## src/rtl/mdio_pkg.sv

```systemverilog
// Shared types and frame constants for the Clause 45 MDIO master.
package mdio_pkg;

  typedef enum logic [1:0] {
    ADDR     = 2'b00,
    WRITE    = 2'b01,
    READ_INC = 2'b10,
    READ     = 2'b11
  } mdio_op_e;

  typedef enum logic [1:0] {
    S_IDLE,
    S_PRE,
    S_FRAME,
    S_DONE
  } mdio_state_e;

  localparam logic [1:0] ST         = 2'b00;
  localparam logic [1:0] TA_WRITE   = 2'b10;
  localparam int         FRAME_BITS = 32;

  // Both read flavours have op[1] set; the master releases MDIO from TA onward.
  function automatic logic is_read_op(input mdio_op_e op);
    return op[1];
  endfunction

endpackage

```

## src/rtl/mdio_clkgen.sv

```systemverilog
// MDC divider: one bit = low phase then high phase of MDC_HALF_PERIOD cycles each.
// Strobes are qualified by i_run and describe the current cycle of the bit.
module mdio_clkgen #(
  parameter int MDC_HALF_PERIOD = 32
) (
  input  logic clk_i,
  input  logic areset_i,
  input  logic i_start,
  input  logic i_run,
  input  logic i_run_next,
  output logic o_mdc,
  output logic o_rise_stb,
  output logic o_fall_stb,
  output logic o_last_stb
);

  localparam int CW = $clog2(2 * MDC_HALF_PERIOD);
  localparam logic [CW-1:0] CNT_HIGH = CW'(MDC_HALF_PERIOD);
  localparam logic [CW-1:0] CNT_LAST = CW'(2 * MDC_HALF_PERIOD - 1);
  localparam logic [CW-1:0] CNT_PEN  = CW'(2 * MDC_HALF_PERIOD - 2);

  logic [CW-1:0] r_cnt;
  logic [CW-1:0] w_cnt_next;
  logic          r_mdc;

  assign w_cnt_next = (r_cnt == CNT_LAST) ? '0 : r_cnt + CW'(1);

  // MDC is registered so the PHY never sees a decode glitch on its clock.
  always_ff @(posedge clk_i or posedge areset_i) begin
    if (areset_i) begin
      r_cnt <= '0;
      r_mdc <= 1'b0;
    end else if (i_start) begin
      r_cnt <= '0;
      r_mdc <= 1'b0;
    end else begin
      if (i_run) r_cnt <= w_cnt_next;
      r_mdc <= i_run_next && (w_cnt_next >= CNT_HIGH);
    end
  end

  assign o_mdc      = r_mdc;
  assign o_rise_stb = i_run && (r_cnt == CNT_HIGH);
  assign o_fall_stb = i_run && (r_cnt == CNT_LAST);
  assign o_last_stb = i_run && (r_cnt == CNT_PEN);

endmodule

```

## src/rtl/mdio_c45_master.sv

```systemverilog
// Clause 45 MDIO master: serialises one management frame per accepted command.
// Build macro MDIO_RD_TA_CHECK_EN flags reads whose second TA bit is not pulled low.
module mdio_c45_master #(
  parameter int MDC_HALF_PERIOD = 32,
  parameter int PREAMBLE_LEN    = 32
) (
  input  logic        clk_i,
  input  logic        areset_i,
  input  logic        cmd_valid_i,
  output logic        cmd_ready_o,
  input  logic [1:0]  cmd_op_i,
  input  logic [4:0]  cmd_prtad_i,
  input  logic [4:0]  cmd_devad_i,
  input  logic [15:0] cmd_data_i,
  input  logic [2:0]  cmd_lane_i,
  output logic        done_o,
  output logic [15:0] rsp_data_o,
  output logic        rsp_err_o,
  output logic        busy_o,
  output logic [2:0]  mdio_sel_o,
  output logic        mdc_o,
  output logic        mdio_o,
  output logic        mdio_oe_o,
  input  logic        mdio_i
);
  import mdio_pkg::*;

  mdio_state_e r_state, w_state_next;
  mdio_op_e    r_op;
  logic [31:0] r_frame;
  logic [2:0]  r_sel;
  logic [4:0]  r_bit;
  logic [15:0] r_rx, w_rx_next, r_rsp;
  logic        w_accept, w_run, w_run_next;
  logic        w_rise, w_fall, w_last;
  logic        w_pre_end, w_frame_end, w_rsp_upd, w_drive;

  assign w_accept    = cmd_valid_i && (r_state == S_IDLE);
  assign w_run       = (r_state == S_PRE) || (r_state == S_FRAME);
  assign w_run_next  = (w_state_next == S_PRE) || (w_state_next == S_FRAME);
  assign w_pre_end   = (r_state == S_PRE) && w_fall && (r_bit == 5'(PREAMBLE_LEN - 1));
  // The last bit is cut one cycle short so done_o lands on the bit's final cycle.
  assign w_frame_end = (r_state == S_FRAME) && w_last && (r_bit == 5'(FRAME_BITS - 1));

  mdio_clkgen #(
    .MDC_HALF_PERIOD(MDC_HALF_PERIOD)
  ) u_clkgen (
    .clk_i      (clk_i),
    .areset_i   (areset_i),
    .i_start    (w_accept),
    .i_run      (w_run),
    .i_run_next (w_run_next),
    .o_mdc      (mdc_o),
    .o_rise_stb (w_rise),
    .o_fall_stb (w_fall),
    .o_last_stb (w_last)
  );

  always_ff @(posedge clk_i or posedge areset_i) begin
    if (areset_i) r_state <= S_IDLE;
    else          r_state <= w_state_next;
  end

  always_comb begin
    w_state_next = r_state;
    case (r_state)
      S_IDLE:  if (w_accept) w_state_next = (PREAMBLE_LEN == 0) ? S_FRAME : S_PRE;
      S_PRE:   if (w_pre_end) w_state_next = S_FRAME;
      S_FRAME: if (w_frame_end) w_state_next = S_DONE;
      S_DONE:  w_state_next = S_IDLE;
      default: w_state_next = S_IDLE;
    endcase
  end

  always_comb begin
    cmd_ready_o = 1'b0;
    busy_o      = 1'b1;
    done_o      = 1'b0;
    mdio_o      = 1'b1;
    mdio_oe_o   = 1'b0;
    w_drive     = 1'b0;
    case (r_state)
      S_IDLE: begin
        cmd_ready_o = 1'b1;
        busy_o      = 1'b0;
      end
      S_PRE: mdio_oe_o = 1'b1;
      S_FRAME: begin
        w_drive   = !(is_read_op(r_op) && (r_bit >= 5'd14));
        mdio_oe_o = w_drive;
        mdio_o    = w_drive ? r_frame[5'd31 - r_bit] : 1'b1;
      end
      S_DONE: done_o = 1'b1;
      default: ;
    endcase
  end

  always_ff @(posedge clk_i or posedge areset_i) begin
    if (areset_i) begin
      r_op    <= ADDR;
      r_frame <= '0;
      r_sel   <= '0;
    end else if (w_accept) begin
      r_op    <= mdio_op_e'(cmd_op_i);
      r_frame <= {ST, cmd_op_i, cmd_prtad_i, cmd_devad_i, TA_WRITE, cmd_data_i};
      r_sel   <= cmd_lane_i;
    end
  end

  always_ff @(posedge clk_i or posedge areset_i) begin
    if (areset_i)      r_bit <= '0;
    else if (w_accept) r_bit <= '0;
    else if (w_fall)   r_bit <= w_pre_end ? '0 : r_bit + 5'd1;
  end

  // With short half periods the final data sample coincides with w_frame_end.
  assign w_rx_next = ((r_state == S_FRAME) && w_rise && (r_bit >= 5'd16)) ?
                     {r_rx[14:0], mdio_i} : r_rx;

  always_ff @(posedge clk_i or posedge areset_i) begin
    if (areset_i)      r_rx <= '0;
    else if (w_accept) r_rx <= '0;
    else               r_rx <= w_rx_next;
  end

`ifdef MDIO_RD_TA_CHECK_EN
  logic r_ta_bad;
  logic r_err;

  always_ff @(posedge clk_i or posedge areset_i) begin
    if (areset_i) begin
      r_ta_bad <= 1'b0;
      r_err    <= 1'b0;
    end else begin
      if (w_accept)
        r_ta_bad <= 1'b0;
      else if ((r_state == S_FRAME) && w_rise && (r_bit == 5'd15))
        r_ta_bad <= mdio_i;
      if (w_frame_end)
        r_err <= is_read_op(r_op) && r_ta_bad;
    end
  end

  assign w_rsp_upd = w_frame_end && is_read_op(r_op) && !r_ta_bad;
  assign rsp_err_o = r_err;
`else
  assign w_rsp_upd = w_frame_end && is_read_op(r_op);
  assign rsp_err_o = 1'b0;
`endif

  always_ff @(posedge clk_i or posedge areset_i) begin
    if (areset_i)       r_rsp <= '0;
    else if (w_rsp_upd) r_rsp <= w_rx_next;
  end

  assign rsp_data_o = r_rsp;
  assign mdio_sel_o = r_sel;

endmodule

```

## config.mk

```make
export PLATFORM = sky130hd
export DESIGN_NAME = mdio_c45_master
export DESIGN_NICKNAME = d
export VERILOG_FILES = /design/src/rtl/mdio_pkg.sv /design/src/rtl/mdio_clkgen.sv /design/src/rtl/mdio_c45_master.sv
export SDC_FILE = /design/constraint.sdc
export NUM_CORES = 1
export LEC_CHECK = 0
export ABC_CLOCK_PERIOD_IN_PS = 2700
export BUFFER_PORTS_ARGS = -buffer_cell sky130_fd_sc_hd__buf_2
export CORE_ASPECT_RATIO = 0.5
export CORE_MARGIN = 5
export CORE_UTILIZATION = 55
export DETAILED_ROUTE_END_ITERATION = 10
export PLACE_DENSITY = 0.81
export SETUP_SLACK_MARGIN = 0.02
export SLEW_MARGIN = 0
export SYNTH_ARGS = -nofsm -noshare
export SYNTH_HDL_FRONTEND = slang
export SYNTH_HIERARCHICAL = 1
export SYNTH_SLANG_ARGS = --single-unit
```

## constraint.sdc

```tcl
create_clock -name clk_i -period 2.7 [get_ports clk_i]
set_clock_uncertainty 0.05 [all_clocks]
set_input_delay 0.405 -clock clk_i [delete_from_list [all_inputs] [get_ports clk_i]]
set_output_delay 0.405 -clock clk_i [all_outputs]
set_load 0.01 [all_outputs]
```

==> PnR_summary.wiki, run 1 <==
{| class="wikitable"
! Metric !! Value
|-
| Synth Area in Adders || 0.0377
|-
| Length of routed met3 wiring || 348 µm
|-
| Max-capacitance violation count || 0
|-
| Worst reg-to-reg setup slack || 0.29 ns
|-
| Antenna Cells || 0
|-
| Maximum frequency from static timing analysis || 400 MHz
|-
| Relative slew slack || 0.498
|-
| Switching part of the total || 0.193
|-
| Sequential share of power || 0.517
|-
| Number of buffers inserted during clock tree synthesis || 9
|-
| Async set-or-reset flop fraction in the synthesized netlist || 1.00
|-
| Total cell area at the placement stage || 4040 µm²
|-
| Cell type contributing the most total cell area after synthesis || sky130_fd_sc_hd__dfrtp_1
|-
| Average wire length per cell after detail routing || 13.8 µm
|-
| Cell depth of the worst hold path || 3
|-
| Topmost layer with routed signal wires || met4
|-
| Outcome || finished, final reports clean
|-
| Post-synth top cells || 120 x sky130_fd_sc_hd__nand2_1, 78 x sky130_fd_sc_hd__dfrtp_1, 25 x sky130_fd_sc_hd__mux2i_1, 24 x sky130_fd_sc_hd__nor2_1, 19 x sky130_fd_sc_hd__o21ai_0
|-
| Remaining number of nets flagged by the antenna check after routing || 0
|-
| Worst R2R End || u_clkgen/o_mdc
|-
| Count of final hold-check violations || 0
|-
| Final worst hold slack || 0.213 ns
|-
| Reg2Reg Launch Point || r_state[0]
|-
| Metal1 wirelength || 3.44 mm
|-
| Power density normalized to cell area || 525 nW/µm²
|-
| Hold-critical path endpoint || r_frame[14]
|-
| WS Path Type || reg2out
|-
| First-pass iteration count of the detailed router || 4
|-
| Leading cell type by number of instances after synthesis || sky130_fd_sc_hd__nand2_1
|-
| Placed cells || 521
|-
| Number of nets in the final layout || 487
|-
| Average cell area after synthesis || 9.56 µm²
|-
| Fillcell total || 534
|-
| Cell count after synthesis || 382
|-
| Maximum level of the CTS H-tree || 3
|-
| R2R depth || 11
|-
| Slew @ Worst Pin || 0.752 ns
|-
| Total congestion overflow after global routing || 0
|-
| Register area share after synthesis || 0.534
|-
| Global-route wire length before repair || 12.3 mm
|-
| Total number of yosys warnings || 6
|-
| CTS Root Buffer Type || sky130_fd_sc_hd__clkbuf_16
|-
| Clock power frac || 0.459
|-
| Std cell rows || 21
|-
| Largest cells by area after synthesis || sky130_fd_sc_hd__dfrtp_1 53%, sky130_fd_sc_hd__nand2_1 12%, sky130_fd_sc_hd__mux2i_1 6.9%
|-
| Flops & latches, synth || 78
|-
| Category of the worst setup path launch point || flop
|-
| Maximum number of pins on one net before global-route repair || 37
|-
| Total number of clock tree sinks || 78
|-
| Initial core utilization || 0.556
|-
| Cell internal power dissipation || 1.83 mW
|-
| Initial antenna violation count || 0
|-
| Core area || 6570 µm²
|-
| Most used flip-flop cell after synthesis || sky130_fd_sc_hd__dfrtp_1
|-
| Max VDD drop || 0.000380 V
|-
| Worst-Skew Late Latency || 0.33 ns
|-
| Combinational family with the most area after synthesis || simple AND/OR/NAND/NOR gates
|-
| Post-Syn Nets || 428
|-
| Non-filler cells, final || 536
|-
| Layout Cell Area excl Fill || 4320 µm²
|-
| Origin of the worst min-delay path || cmd_data_i[14]
|-
| Die area || 8470 µm²
|-
| Required arrival time at the worst endpoint || 2.25 ns
|-
| DRT iter0 DRCs || 142
|-
| Cell leakage power || 2.32 nW
|-
| RSZ-0062 raised after global routing || no
|-
| Total length of routed met2 wires || 3.51 mm
|-
| Portion of total power attributed to combinational logic || 0.023
|-
| Via count of the first global-routing pass || 2,739
|-
| Fraction of layout instances using a drive strength above 1 || 0.207
|-
| Post-synthesis share of cell area spent on and, or, nand and nor gates || 0.205
|-
| Die extent in x || 125 µm
|-
| DP HPWL || 5.08 mm
|-
| Total negative slack || 0 ns
|-
| CTS tree || yes
|-
| Total wire length || 7.38 mm
|-
| Via count of the routed design || 2,778
|-
| Buffer levels on the longest clock path || 2
|-
| Post-synthesis instance area || 3650 µm²
|-
| GR Util All Layers || 0.186
|-
| Ratio of routed vias to standard cells || 5.18
|-
| Element type at the critical path end || output pin
|-
| Port Buffer Count || 59
|-
| Die outline height || 67.6 µm
|-
| DRC errors left || 0
|-
| Arrival @ worst endpoint || 2.05 ns
|-
| Period minus WS final || 2.50 ns
|-
| Switching pwr || 0.438 mW
|-
| Hold Path Class || in2reg
|-
| Multiplexer share of the synthesized area || 0.0880
|-
| Clock transition at path regs || 0.05 ns
|-
| Count of final max-slew check failures || 0
|-
| Count of unique library cells instantiated by Yosys || 50
|-
| Final RePlAce weighted congestion || 0.779
|-
| Top Ports || 61
|-
| Xor-xnor portion of the synthesized cell area || 0.00719
|-
| Share of the synthesized area in the top cell type || 0.534
|-
| Overall power after layout || 2.26 mW
|-
| Compound-gate portion of the synthesized area || 0.0877
|-
| Final number of setup-violating endpoints || 0
|-
| Layout area overhead || 18.2%
|-
| Number of enable-type register cells in the synthesized netlist || 0
|-
| Post-route clock period utilization || 0.927
|-
| Maximum net fanout on the critical path || 12
|}
[sequential cells by signal, summed over array words and instances (netlist names)]
name,cells
r_frame,27
r_bit,5
r_state,2
mdio_sel_o,3
u_clkgen/o_mdc,1
r_rx,16
u_clkgen/r_cnt,6
rsp_data_o,16
r_op,2
[power groups by stage]
stage	clock network (mW)	registers, mW	logic [mW]
after floorplan	0	1.19	0.0202
after global placement	0	1.19	0.0534
after detailed placement	0	1.19	0.0539
after CTS	1.07	1.17	0.0552
after global routing	1.12	1.17	0.0619
final	1.04	1.17	0.0531
[per-stage QoR]
| step | setup WS (ns) | util |
|---|---|---|
| 5_1_grt | 0.0662 | 0.657 |
| 6_report | 0.197 | 0.657 |
| 3_3_place_gp | 0.293 | 0.615 |
| 3_5_place_dp | 0.161 | 0.615 |
| 2_1_floorplan | 0.244 | - |
| 4_1_cts | 0.0544 | 0.656 |
[layer usage]
layer | vias to the layer above | GRT usage
li1 | 1386 | -
met1 | 1333 | 0.225
met2 | 50 | 0.315
met3 | 9 | 0.0656
met4 | 0 | 0.0676
met5 | - | 0
[worst max-delay path, stage by stage (launching register included)]
cell and delay (ns):
sky130_fd_sc_hd__dfrtp_2 0.50, sky130_fd_sc_hd__mux4_1 0.63, sky130_fd_sc_hd__nor3b_1 0.20, sky130_fd_sc_hd__or4_1 0.14, sky130_fd_sc_hd__nand4_1 0.10, sky130_fd_sc_hd__buf_2 0.17
[how the worst max path moves through the flow]
stage | slack (ns) | cells after the start | endpoint | start
after global placement | 0.29 | 11 | u_clkgen/o_mdc | r_state[0]
after floorplan | 0.24 | 12 | u_clkgen/o_mdc | r_state[0]
after global routing | 0.07 | 11 | u_clkgen/o_mdc | r_state[0]
final | 0.20 | 5 | mdio_o | r_bit[0]
after CTS | 0.05 | 5 | mdio_o | r_bit[0]
after detailed placement | 0.16 | 8 | rsp_data_o[5] | r_state[0]
[layout by cell type (no fill, tap or decap), drive strengths merged, types with 3 or more instances in the layout]
master,n
nand2,120
and3,4
o21ai,23
nor3b,4
a211oi,3
dfrtp,78
mux2i,25
nand2b,3
buf,67
clkbuf,12
nand3,5
a21oi,9
mux2,4
inv,13
ha,11
nor2,24
nand4,5
nor2b,3
[final cells by class]
cell class              count  area, µm²  area share
clock buffers              12        246      0.0571
clock inverters             2       10.0     0.00232
inverters                  13       48.8      0.0113
multi-input cells         271       1570       0.363
flip-flops and latches     78       1950       0.452
well taps                  92        115      0.0267
repair buffers             68        378      0.0875
[repair_timing]
action,CTS,global route
hold buffers,1,0
hold endpoints to repair,7,0
endpoints found under the setup margin,0,19
buffers inserted,0,0
resized for setup,0,2
[cells by family after synthesis]
| group | after synthesis |
|---|---|
| XOR/XNOR | 3 |
| AO/OA/AOI/OAI | 51 |
| buffers and inverters | 33 |
| AND/OR/NAND/NOR | 175 |
| flip-flops | 78 |
| multiplexers | 30 |
| other | 1 |
| adder cells (fa/ha/maj) | 11 |
No activity file was read; power rests on OpenSTA's default activity.
==> inputs of run 2 (changes only) <==
HOLD_SLACK_MARGIN = 0.02   (was unset)
PLACE_DENSITY = 0.78   (was 0.81)
==> PnR_summary.wiki, run 2 (synthesized netlist as in run 1, its figures left out) <==
{| class="wikitable"
! Metric !! Value
|-
| First-pass iteration count of the detailed router || 4 (unchanged)
|-
| Number of nets in the final layout || 486 (-0.21%)
|-
| Die area || 8470 µm² (unchanged)
|-
| Std cell rows || 21 (unchanged)
|-
| Clock transition at path regs || 0.06 ns (about the same)
|-
| Period minus WS final || 2.51 ns (+0.00210 ns)
|-
| CTS tree || yes
|-
| GR Util All Layers || 0.187 (+0.00158)
|-
| DRT iter0 DRCs || 223 (+57%)
|-
| Cell leakage power || 2.33 nW (about the same)
|-
| Max VDD drop || 0.000336 V (-12%)
|-
| Top Ports || 61 (unchanged)
|-
| Remaining number of nets flagged by the antenna check after routing || 0 (unchanged)
|-
| Via count of the first global-routing pass || 2,631 (-3.9%)
|-
| Count of final hold-check violations || 0 (unchanged)
|-
| Arrival @ worst endpoint || 2.05 ns (about the same)
|-
| DP HPWL || 4.97 mm (-2.2%)
|-
| WS Path Type || reg2out
|-
| Global-route wire length before repair || 12.4 mm (+0.90%)
|-
| Initial core utilization || 0.556 (unchanged)
|-
| Number of buffers inserted during clock tree synthesis || 9 (unchanged)
|-
| Maximum net fanout on the critical path || 12 (unchanged)
|-
| Max reg flops || 27 (unchanged)
|-
| Fillcell total || 550 (+3.0%)
|-
| Commonest cells after routing, fill and taps aside || 120 x sky130_fd_sc_hd__nand2_1, 77 x sky130_fd_sc_hd__dfrtp_1, 59 x sky130_fd_sc_hd__buf_2, 25 x sky130_fd_sc_hd__mux2i_1, 24 x sky130_fd_sc_hd__nor2_1
|-
| Commonest non-fill, non-tap cell in the layout || sky130_fd_sc_hd__nand2_1
|-
| Post-CTS setup repair buffer count || 0 (unchanged)
|-
| Die extent in x || 125 µm (unchanged)
|-
| Outcome || finished, final reports clean
|-
| Fraction of layout instances using a drive strength above 1 || 0.211 (+0.00403)
|-
| Required arrival time at the worst endpoint || 2.25 ns (about the same)
|-
| Buffer levels on the longest clock path || 2 (unchanged)
|-
| Maximum level of the CTS H-tree || 3 (unchanged)
|-
| Maximum number of pins on one net before global-route repair || 48 (+30%)
|-
| Final number of setup-violating endpoints || 0 (unchanged)
|-
| Slew @ Worst Pin || 0.565 ns (-0.187 ns)
|-
| Die outline height || 67.6 µm (unchanged)
|-
| Total cell area at the placement stage || 4030 µm² (-0.19%)
|-
| Hold Path Class || in2reg
|-
| Placed cells || 520 (-0.19%)
|-
| Maximum frequency from static timing analysis || 399 MHz (about the same)
|-
| Relative slew slack || 0.623 (+0.125)
|-
| Count of final max-slew check failures || 0 (unchanged)
|-
| Layout Cell Area excl Fill || 4340 µm² (+0.64%)
|-
| Category of the worst setup path launch point || flop
|-
| Core area || 6570 µm² (unchanged)
|-
| Initial antenna violation count || 0 (unchanged)
|-
| Post-route clock period utilization || 0.928 (about the same)
|-
| Total wire length || 7.50 mm (+1.7%)
|-
| Port Buffer Count || 59 (unchanged)
|-
| Via count of the routed design || 2,760 (-0.65%)
|-
| Average wire length per cell after detail routing || 14.0 µm (+1.5%)
|-
| Util after Layout || 0.661 (+0.00419)
|-
| DRC errors left || 0 (unchanged)
|-
| Total number of clock tree sinks || 78 (unchanged)
|-
| Non-filler cells, final || 537 (+0.19%)
|-
| Layout area overhead || 18.9%
|-
| Total congestion overflow after global routing || 0 (unchanged)
|-
| Element type at the critical path end || output pin
|-
| Biggest register || r_frame
|-
| Final RePlAce weighted congestion || 0.801 (+2.9%)
|-
| CTS Root Buffer Type || sky130_fd_sc_hd__clkbuf_16
|-
| Max-capacitance violation count || 0 (unchanged)
|-
| Worst-Skew Late Latency || 0.34 ns (about the same)
|-
| Power density normalized to cell area || 553 nW/µm² (+5.4%)
|-
| Final worst hold slack || 0.206 ns (-0.00732 ns)
|-
| Antenna Cells || 0 (unchanged)
|-
| Total negative slack || 0 ns (unchanged)
|-
| RSZ-0062 raised after global routing || no
|-
| Ratio of routed vias to standard cells || 5.14 (-0.83%)
|}
[run 2: cell count changes in the layout (fill, tap and decap cells not counted)]
| cell | delta |
|---|---|
| sky130_fd_sc_hd__buf_4 | -1 |
| sky130_fd_sc_hd__bufinv_16 | +1 |
| sky130_fd_sc_hd__clkbuf_1 | -1 |
| sky130_fd_sc_hd__clkbuf_8 | -1 |
| sky130_fd_sc_hd__clkinvlp_4 | +3 |
[run 2: critical path: stages (launching register included)]
cell and delay [ns]:
sky130_fd_sc_hd__dfrtp_2 0.50, sky130_fd_sc_hd__mux4_1 0.59, sky130_fd_sc_hd__nor3b_1 0.20, sky130_fd_sc_hd__or4_1 0.14, sky130_fd_sc_hd__nand4_1 0.11, sky130_fd_sc_hd__buf_2 0.17
[run 2: repair_timing]
action,CTS,global route
endpoints found under the hold margin,7,0
setup endpoints to repair,0,13
gates resized for setup,0,2
hold buffers,1,0
[run 2: metrics by stage]
step / power, mW / setup WS (ns)
floorplan: 1.21 / 0.244
finish: 2.40 / 0.195
global route: 2.48 / 0.0463
CTS: 2.43 / 0.0623
detailed placement: 1.24 / 0.229
global placement: 1.24 / 0.323
[run 2: layout make-up]
type / instances / area (µm²) / area share
Tap cell: 92 / 115 / 0.0265
Clock buffer: 10 / 229 / 0.0527
Sequential cell: 78 / 1950 / 0.450
Timing Repair Buffer: 67 / 370 / 0.0853
Inverter: 13 / 48.8 / 0.0112
Multi-Input combinational cell: 271 / 1570 / 0.360
Clock inverter: 6 / 62.6 / 0.0144
[run 2: path summary, 6_finish.rpt]
check	from	to	slack [ns]	depth (start not counted)
max	r_bit[0]	mdio_o	0.19	5
min	cmd_data_i[15]	r_frame[15]	0.21	3
max reg2reg	r_state[0]	u_clkgen/o_mdc	0.30	11
min reg2reg	r_frame[17]	r_frame[17]	0.42	1
max in group asynchronous	areset_i	r_frame[5]	1.32	4
min in group asynchronous	areset_i	u_clkgen/o_mdc	0.52	3
[run 2: power breakdown]
part	leakage [nW]	internal [mW]	switching, mW
clock network	0.134	0.712	0.468
registers	0.958	1.17	0.000562
logic	1.23	0.0220	0.0310
total	2.33	1.90	0.500
[run 2: routing by layer]
layer	GRT usage	vias up	share of wire	wire length (µm)
met4	0.0568	0	0.014	106
met1	0.242	1294	0.46	3460
li1	-	1386	-	-
met2	0.304	67	0.47	3530
met3	0.0656	13	0.054	403
met5	0	-	0	0
